===== config.mk =====
export PLATFORM = sky130hd
export DESIGN_NAME = chu_io_pwm_dbuf_core_flat
export DESIGN_NICKNAME = d
export VERILOG_FILES = /design/src/rtl/chu_pwm_pkg.sv /design/src/rtl/chu_io_pwm_dbuf_core_if.sv /design/src/rtl/pwm_period_gen.sv /design/src/rtl/chu_io_pwm_dbuf_core.sv /design/src/flat_wrapper.sv
export SDC_FILE = /design/constraint.sdc
export NUM_CORES = 1
export LEC_CHECK = 0
export ABC_AREA = 1
export BUFFER_PORTS_ARGS = -buffer_cell sky130_fd_sc_hd__buf_2
export CORE_MARGIN = 2
export CORE_UTILIZATION = 42
export CTS_CLUSTER_DIAMETER = 120
export DETAILED_ROUTE_END_ITERATION = 12
export HOLD_SLACK_MARGIN = 0.12
export SLEW_MARGIN = 30
export SYNTH_ARGS = -nofsm -noshare
export SYNTH_HDL_FRONTEND = slang
export SYNTH_SLANG_ARGS = --single-unit

===== constraint.sdc =====
create_clock -name clk -period 4.1 [get_ports clk]
set_input_delay 0.82 -clock clk [delete_from_list [all_inputs] [get_ports clk]]
set_output_delay 0.82 -clock clk [all_outputs]
set_load 0.005 [all_outputs]

===== src/rtl/chu_pwm_pkg.sv =====
// chu_pwm_pkg: register map, CTRL bit positions and counting mode type for the PWM slot core
package chu_pwm_pkg;
  localparam logic [4:0] ADDR_DVSR    = 5'h00;
  localparam logic [4:0] ADDR_CTRL    = 5'h01;
  localparam logic [4:0] ADDR_POL     = 5'h02;
  localparam logic [4:0] ADDR_STATUS  = 5'h03;
  localparam logic [4:0] ADDR_IRQ_CLR = 5'h04;
  localparam logic [4:0] ADDR_DUTY    = 5'h10;
  localparam int CTRL_EN     = 0;
  localparam int CTRL_MODE   = 1;
  localparam int CTRL_IRQ_EN = 2;
  typedef enum logic {PWM_EDGE, PWM_CENTER} pwm_mode_t;
endpackage


===== src/rtl/chu_io_pwm_dbuf_core_if.sv =====
// chu_io_pwm_dbuf_core_if: MMIO slot bus between the bus master and the PWM core
interface chu_io_pwm_dbuf_core_if;
  logic        cs;
  logic        read;
  logic        write;
  logic [4:0]  addr;
  logic [31:0] wr_data;
  logic [31:0] rd_data;
  modport master (output cs, read, write, addr, wr_data, input rd_data);
  modport slave (input cs, read, write, addr, wr_data, output rd_data);
endinterface


===== src/rtl/pwm_period_gen.sv =====
// pwm_period_gen: shared prescaler plus edge/center up-down period counter
module pwm_period_gen
  import chu_pwm_pkg::*;
#(
  parameter int R = 10
) (
  input  logic        clk,
  input  logic        reset_n,
  input  logic        en,
  input  pwm_mode_t   mode,
  input  logic [31:0] dvsr,
  output logic [R-1:0] d,
  output logic        dir,
  output logic        tick,
  output logic        boundary
);
  localparam logic [R-1:0] M = '1;
  localparam logic [R-1:0] ONE = R'(1);
  logic [31:0] q;
  logic [R-1:0] d_next;
  logic dir_next;
  assign tick = en && q == dvsr;
  assign boundary = tick && d_next == '0;
  always_comb begin
    d_next = mode == PWM_EDGE ? d + ONE : (dir || d == M) ? d - ONE : d + ONE;
    // direction is always up when the counter returns to zero
    dir_next = mode == PWM_CENTER && d_next != '0 && (dir ? d != ONE : d == M);
  end
  always_ff @(posedge clk or negedge reset_n)
    if (!reset_n) begin
      q <= '0;
      d <= '0;
      dir <= 1'b0;
    end else if (!en) begin
      q <= '0;
      d <= '0;
      dir <= 1'b0;
    end else begin
      q <= q == dvsr ? '0 : q + 32'd1;
      if (tick) begin
        d <= d_next;
        dir <= dir_next;
      end
    end
endmodule


===== src/rtl/chu_io_pwm_dbuf_core.sv =====
// chu_io_pwm_dbuf_core: W-channel double-buffered edge/center PWM with polarity and readback
// Optional sticky boundary interrupt enabled by defining PWM_IRQ_EN.
module chu_io_pwm_dbuf_core
  import chu_pwm_pkg::*;
#(
  parameter int W = 6,
  parameter int R = 10
) (
  input  logic clk,
  input  logic reset_n,
  chu_io_pwm_dbuf_core_if.slave bus,
  output logic [W-1:0] pwm_out
`ifdef PWM_IRQ_EN
  ,
  output logic irq
`endif
);
  logic [31:0] dvsr;
  logic [2:0] ctrl;
  logic [W-1:0] pol, raw;
  logic [R:0] shadow [W];
  logic [R:0] duty [W];
  pwm_mode_t act_mode;
  logic [R-1:0] d;
  logic dir, tick, boundary, flag, wr, en, load, unused;
  assign wr = bus.cs && bus.write;
  assign en = ctrl[CTRL_EN];
  assign load = !en || boundary;
  assign unused = ^{bus.read, tick};
  pwm_period_gen #(.R(R)) u_gen (
    .clk(clk), .reset_n(reset_n), .en(en), .mode(act_mode), .dvsr(dvsr),
    .d(d), .dir(dir), .tick(tick), .boundary(boundary)
  );
  always_comb begin
    raw = '0;
    for (int i = 0; i < W; i++) raw[i] = {1'b0, d} < duty[i];
  end
  always_ff @(posedge clk or negedge reset_n)
    if (!reset_n) begin
      dvsr <= '0;
      ctrl <= '0;
      pol <= '0;
      act_mode <= PWM_EDGE;
      pwm_out <= '0;
      for (int i = 0; i < W; i++) begin
        shadow[i] <= '0;
        duty[i] <= '0;
      end
    end else begin
      if (wr && bus.addr == ADDR_DVSR) dvsr <= bus.wr_data;
      if (wr && bus.addr == ADDR_CTRL) ctrl <= bus.wr_data[2:0];
      if (wr && bus.addr == ADDR_POL) pol <= bus.wr_data[W-1:0];
      for (int i = 0; i < W; i++)
        if (wr && bus.addr == ADDR_DUTY + 5'(i)) shadow[i] <= bus.wr_data[R:0];
      // actives track the shadow while stopped, otherwise only at period boundaries
      if (load) begin
        act_mode <= pwm_mode_t'(ctrl[CTRL_MODE]);
        for (int i = 0; i < W; i++) duty[i] <= shadow[i];
      end
      pwm_out <= (en ? raw : '0) ^ pol;
    end
`ifdef PWM_IRQ_EN
  always_ff @(posedge clk or negedge reset_n)
    if (!reset_n) flag <= 1'b0;
    else flag <= boundary || (flag && !(wr && bus.addr == ADDR_IRQ_CLR));
  assign irq = flag && ctrl[CTRL_IRQ_EN];
`else
  assign flag = 1'b0;
`endif
  always_comb begin
    bus.rd_data = '0;
    if (bus.addr == ADDR_DVSR) bus.rd_data = dvsr;
    if (bus.addr == ADDR_CTRL) bus.rd_data = 32'(ctrl);
    if (bus.addr == ADDR_POL) bus.rd_data = 32'(pol);
    if (bus.addr == ADDR_STATUS) bus.rd_data = 32'({flag, dir, d});
    for (int i = 0; i < W; i++)
      if (bus.addr == ADDR_DUTY + 5'(i)) bus.rd_data = 32'(shadow[i]);
  end
endmodule

===== src/flat_wrapper.sv =====
// flat-port wrapper written by rule: the top's interface ports become plain ports
module chu_io_pwm_dbuf_core_flat import chu_pwm_pkg::*;
#(
  parameter int W = 6,
  parameter int R = 10
)
  (clk, reset_n, pwm_out, bus_cs, bus_read, bus_write, bus_addr, bus_wr_data, bus_rd_data);
  chu_io_pwm_dbuf_core_if bus_i ();
  input  logic clk;
  input  logic reset_n;
  output logic [W-1:0] pwm_out;
  input wire logic [$bits(bus_i.cs)-1:0] bus_cs;
  input wire logic [$bits(bus_i.read)-1:0] bus_read;
  input wire logic [$bits(bus_i.write)-1:0] bus_write;
  input wire logic [$bits(bus_i.addr)-1:0] bus_addr;
  input wire logic [$bits(bus_i.wr_data)-1:0] bus_wr_data;
  output wire logic [$bits(bus_i.rd_data)-1:0] bus_rd_data;
  assign bus_i.cs = bus_cs;
  assign bus_i.read = bus_read;
  assign bus_i.write = bus_write;
  assign bus_i.addr = bus_addr;
  assign bus_i.wr_data = bus_wr_data;
  assign bus_rd_data = bus_i.rd_data;
  chu_io_pwm_dbuf_core #(.W(W), .R(R)) u_core (.clk(clk), .reset_n(reset_n), .bus(bus_i), .pwm_out(pwm_out));
endmodule

Yosys cells after proc, flatten, opt, wreduce, memory -nomap -nowiden
Index checks and enable logic that the tools add are counted.
Widths: inputs -> output; s select.
{"block": "word_totals", "regBits": 223, "inputBits": 42, "output_inout_bits": 38, "wordCells": 83}
{"block": "op_classes", "n_addsub": 3, "n_lt_le_gt_ge": 6, "n_eq_ne": 13, "n_mux": 20, "bitwise_logic": 1, "reduce_logical": 20}
{"op": "$mux 32", "count": 12}
{"op": "$lt 10x11->1", "count": 6}
{"op": "$mux 10", "count": 4}
{"op": "$add 32x1->32 const B", "count": 1}
{"op": "$eq 32x32->1", "count": 1}
{"op": "$eq 5x5->1 const B", "count": 6}
{"op": "$logic_and 1x1->1", "count": 14}
{"op": "$add 10x1->10 const B", "count": 1}
{"op": "$eq 10x10->1 const B", "count": 1}
{"op": "$eq 5x2->1 const B", "count": 2}
{"op": "$logic_not 10->1", "count": 1}
{"op": "$ne 10x1->1 const B", "count": 1}
{"op": "$reduce_bool 10->1", "count": 1}
{"op": "$sub 10x1->10 const B", "count": 1}
{"op": "$mux 6", "count": 1}
{"op": "$xor 6x6->6", "count": 1}
{"op": "$eq 5x1->1 const B", "count": 1}
{"op": "$logic_not 5->1", "count": 1}
{"op": "$mux 1", "count": 3}
{"op": "$logic_or 1x1->1", "count": 2}
{"op": "$ne 2x2->1 const B", "count": 1}
{"op": "$logic_not 1->1", "count": 1}

Logic depth before layout (Yosys ltp)
{"block": "depth", "depth_word": 11, "ltp_mapped": 20, "mapped_depth_nobuf": 17}

Hierarchy
A second synthesis with hierarchy kept.
{"block": "unflattened", "hier_cells": 1584, "hier_area_um2": 12441.9}
{"mod": "chu_io_pwm_dbuf_core", "instances": 1, "cells_each": 1094, "area_per_inst_um2": 9067.4, "seq_area_each_um2": 4504.3}
{"mod": "pwm_period_gen", "instances": 1, "cells_each": 490, "area_per_inst_um2": 3374.5, "seq_area_each_um2": 1076.0}

Worst setup path after synthesis
OpenSTA, ideal clock, no wires.
{"block": "synth_path", "path_kind": "in2out", "start": "input port bus_addr[3]", "end": "output port bus_rd_data[2]", "arrival_ns": 1.925, "required_time_ns": 3.280, "slack_ns": 1.355, "path_stages": 10, "path_buffers": 1, "cell_sequence": "nor2_1 > nand2_1 > nor2_1 > clkbuf_1 > nand2_1 > nand4_1 > o21ai_0 > nand3_1 > a21oi_1 > nand4_1"}
{"block": "synth_via", "elab_chain_cells": 11, "elab_cells_between_ends": 20, "cone_classes": "9 x eq/ne; 10 x mux; 1 x reduce/logical"}
{"item": "start, declared", "line": "flat_wrapper.sv:15", "rtl": "input wire logic [$bits(bus_i.addr)-1:0] bus_addr;"}
{"item": "$logic_not 5->1", "line": "chu_io_pwm_dbuf_core.sv:72", "rtl": "if (bus.addr == ADDR_DVSR) bus.rd_data = dvsr;"}
{"item": "$mux 32", "line": "chu_io_pwm_dbuf_core.sv:72"}
{"item": "$mux 32", "line": "chu_io_pwm_dbuf_core.sv:73", "rtl": "if (bus.addr == ADDR_CTRL) bus.rd_data = 32'(ctrl);"}
{"item": "$mux 32", "line": "chu_io_pwm_dbuf_core.sv:74", "rtl": "if (bus.addr == ADDR_POL) bus.rd_data = 32'(pol);"}
{"item": "$mux 32", "line": "chu_io_pwm_dbuf_core.sv:75", "rtl": "if (bus.addr == ADDR_STATUS) bus.rd_data = 32'({flag, dir, d});"}
{"item": "$mux 32 (5 in series)", "line": "chu_io_pwm_dbuf_core.sv:77", "rtl": "if (bus.addr == ADDR_DUTY + 5'(i)) bus.rd_data = 32'(shadow[i]);"}
{"item": "$mux 32 *", "line": "chu_io_pwm_dbuf_core.sv:77"}
{"item": "end, declared", "line": "flat_wrapper.sv:17", "rtl": "output wire logic [$bits(bus_i.rd_data)-1:0] bus_rd_data;"}
Every way passes the cells marked *; elsewhere a longest branch is shown, timed or not.

Final worst setup path
{"block": "layout_path", "start": "input port bus_addr[3]", "end": "output port bus_rd_data[7]"}
The elaborated chain is that of the path after synthesis.

==> impl_metrics.tcl <==
set metrics [dict create \
    grt.overflow.total 0 \
    grt.total_usage_pct 23.19 \
    worst_setup_path_end_kind "output pin" \
    syn_area_mm2 0.01192 \
    antenna_found_initial 0 \
    grt_max_degree 103 \
    finalSetupTns_ns 0 \
    required_ns 3.28 \
    cts_tree "done" \
    ir_worst_vdd_mv 0.2767 \
    syn2layout_area_growth_pct 13.59 \
    hpwlAfterDp_um 23580 \
    start_util_pct 42.78 \
    finalHoldViolations 0 \
    drt_iter0_markers 932 \
    via_per_inst 5.184 \
    synthTopCellsByCount "433 x nand2_1, 223 x dfrtp_1, 159 x inv_1" \
    critPathSlowestCell "nor2_1" \
    path_delay_family "simple AND/OR/NAND/NOR gates" \
    fmax_mhz 284.4 \
    die_w_um 172.4 \
    root_buffer "clkbuf_16" \
    p_sw_share_pct 28.54 \
    cts_max_path_buffers 3 \
    wl_per_cell_um 16.93 \
    worst_hold_slack_ns 0.3085 \
    p_seq_share_pct 47.5 \
    route.detailed.drc 0 \
    worstPathMaxFanout 22 \
    clkPwrFrac_pct 39.4 \
    final_area_mm2 0.01354 \
    power_leakage_nw 6.895 \
    min_period_over_period_pct 85.77 \
    path_class "primary input to output pin" \
    final_nets 1685 \
    status "complete, no violations" \
    tightest_slew_ns 0.8032 \
    grt_pass1_vias 9493 \
    cts_setup_buffers 0 \
    yosysMostFrequentCell "nand2_1" \
    power_switching_mw 1.618 \
    pin_count 80 \
    ys_seq_elements 223 \
    die_y_um 172.4 \
    rows 61 \
    rsz0062_at_grt "false" \
    clkLatencyLatePin_ns 0.54 \
    synth_warnings 0 \
    io_buffers 78 \
    place.gp.congestion 0.8788 \
    synth_top_area_cell "dfrtp_1" \
    cts_resized 0 \
    grt_pass1_wl_um 53070 \
    core-area_mm2 0.02786 \
    firstDrtPassIters 5 \
    yosys.area.top_type_share_pct 46.83 \
    syn_inst 1514 \
    ctsHoldBuffers 0 \
    synth_edf_count 0 \
    fillCellCount 2783 \
    fin_crit_ns 3.517 \
    place_area_mm2 0.01272 \
    worstPathCellList "buf_2 > nor2_1 > nand2_1 > nor2_1 > inv_1 > buf_4 > o22ai_1 > a21oi_1 > o2111a_1 > nand3_1 > buf_2" \
    ant_nets 0 \
    holdCritPathClass "primary input to asynchronous set/reset pin" \
    dieArea_mm2 0.02974 \
    drive_gt1_share_pct 10.11 \
    vias 10260 \
    critPathMaxStageDelay_ns 0.39 \
    yosysSeqAreaShare_pct 46.83 \
    fin_ws_ns 0.5833 \
    cts.sink_count 223 \
    p_per_area_mw_per_mm2 418.7 \
    routed_wl_um 33520 \
    cts_inserted_buffers 26 \
    combPwrFrac_pct 13.2 \
    syn_nets 1614 \
    setup_viol 0 \
    intPower_mw 4.050 \
    synth_ff_type "dfrtp_1" \
    cap_viol_max_count 0 \
    ctsHtreeMaxLevel 1 \
    postSynthAreaPerCell_um2 7.871 \
    synth_area_leaders "dfrtp_1 47%, nand2_1 14%, ha_1 6.1%" \
    skew_ns 0.03070 \
    dp_worst_setup_slack_ns 0.6403 \
    path_clk_slew_ns 0.06 \
    n_antenna_cell 0 \
    cp_data_arrival_time_ns 2.70 \
    slew_headroom_pct 46.46 \
    async_reset_ff_share_pct 100.0 \
    synth_cell_types 44 \
    crit_path_start_kind "primary input" \
    path_buf_inv 4 \
    drv_slew 0 \
    total_power_mw 5.668 \
]
==> through the flow <==
stage	std cells	util, %
2_1_floorplan	1514	-
3_3_place_gp	1935	45.63
3_5_place_dp	1935	45.65
4_1_cts	1980	48.59
5_1_grt	1980	48.59
6_report	1980	48.59
==> state kept, by name, summed over array words and instances, names as in the netlist <==
signal            cells
u_core.act_mode       1
u_core.ctrl           3
u_core.duty          66
u_core.dvsr          32
u_core.pol            6
u_core.pwm_out        6
u_core.shadow        66
u_core.u_gen.d       10
u_core.u_gen.dir      1
u_core.u_gen.q       32
==> kinds of logic after synthesis <==
kind of cell | after synthesis | share of synthesized area (%)
multiplexers | 1 | 0.09449
buffers and inverters | 220 | 7.413
XOR/XNOR | 40 | 2.940
flip-flops | 223 | 46.83
adder cells (fa/ha/maj) | 58 | 6.090
AND/OR/NAND/NOR | 757 | 26.69
AO/OA/AOI/OAI | 215 | 9.943
==> worst paths after layout <==
check / to / cells past startpoint / slack, ns / startpoint
setup / recovery: bus_rd_data[7] / 11 / 0.58 / bus_addr[3]
hold / removal: u_core.shadow[4] / 1 / 0.31 / reset_n
setup reg to reg: u_core.duty[61] / 16 / 0.82 / u_core.u_gen.d[1]
hold reg to reg: u_core.duty[12] / 2 / 0.49 / u_core.shadow[12]
max in group asynchronous: u_core.u_gen.q[12] / 2 / 2.74 / reset_n
min in group clk: u_core.duty[12] / 2 / 0.49 / u_core.shadow[12]
==> per-layer routing <==
metal | vias to the layer above | part of all wire [%] | GRT usage (%)
met2 | 314 | 43 | 34.23
met5 | - | 0 | 0
met1 | 4859 | 48 | 35.73
met4 | 0 | 1.7 | 5.079
met3 | 41 | 7.4 | 3.525
li1 | 5050 | - | -
==> final cells by class <==
cell class	instances	area, um2	area share [%]
Sequential cell	223	5582	41.24
Inverter	163	611.8	4.520
Multi-Input combinational cell	1071	5460	40.34
Clock buffer	31	679.4	5.019
Tap cell	378	473.0	3.494
Clock inverter	14	138.9	1.026
Timing Repair Buffer	100	590.6	4.363
==> power groups by stage <==
stage	combinational [mW]	clock [mW]	sequential [mW]
final	0.746	2.23	2.69
after global routing	0.873	2.36	2.72
after CTS	0.754	2.28	2.69
after detailed placement	0.750	0	2.72
after global placement	0.730	0	2.72
after floorplan	0.529	0	2.63
==> cells in the final DEF, fill, tap and decap left out, types with 3 or more instances in the layout <==
cell type,synthesis,layout
buf_4,1,20
and3_1,6,6
xnor2_1,12,12
a221oi_1,11,11
a211oi_1,4,4
a21o_1,6,6
dfrtp_1,223,222
nand2_4,2,3
a31oi_1,3,3
ha_1,58,58
nor2_1,131,131
nor2_2,5,5
xor2_1,28,28
o2111ai_1,3,3
clkbuf_16,0,26
o21ai_1,3,3
o21ai_0,110,110
inv_1,159,159
clkinv_2,0,9
a21oi_1,65,65
nor3_2,3,3
nand4_1,21,21
buf_2,9,77
nor3_1,20,20
nand2_1,433,432
o21a_1,3,3
clkbuf_1,42,4
o22ai_1,4,4
nand3_1,129,129
No activity file was read; power rests on OpenSTA's default activity.
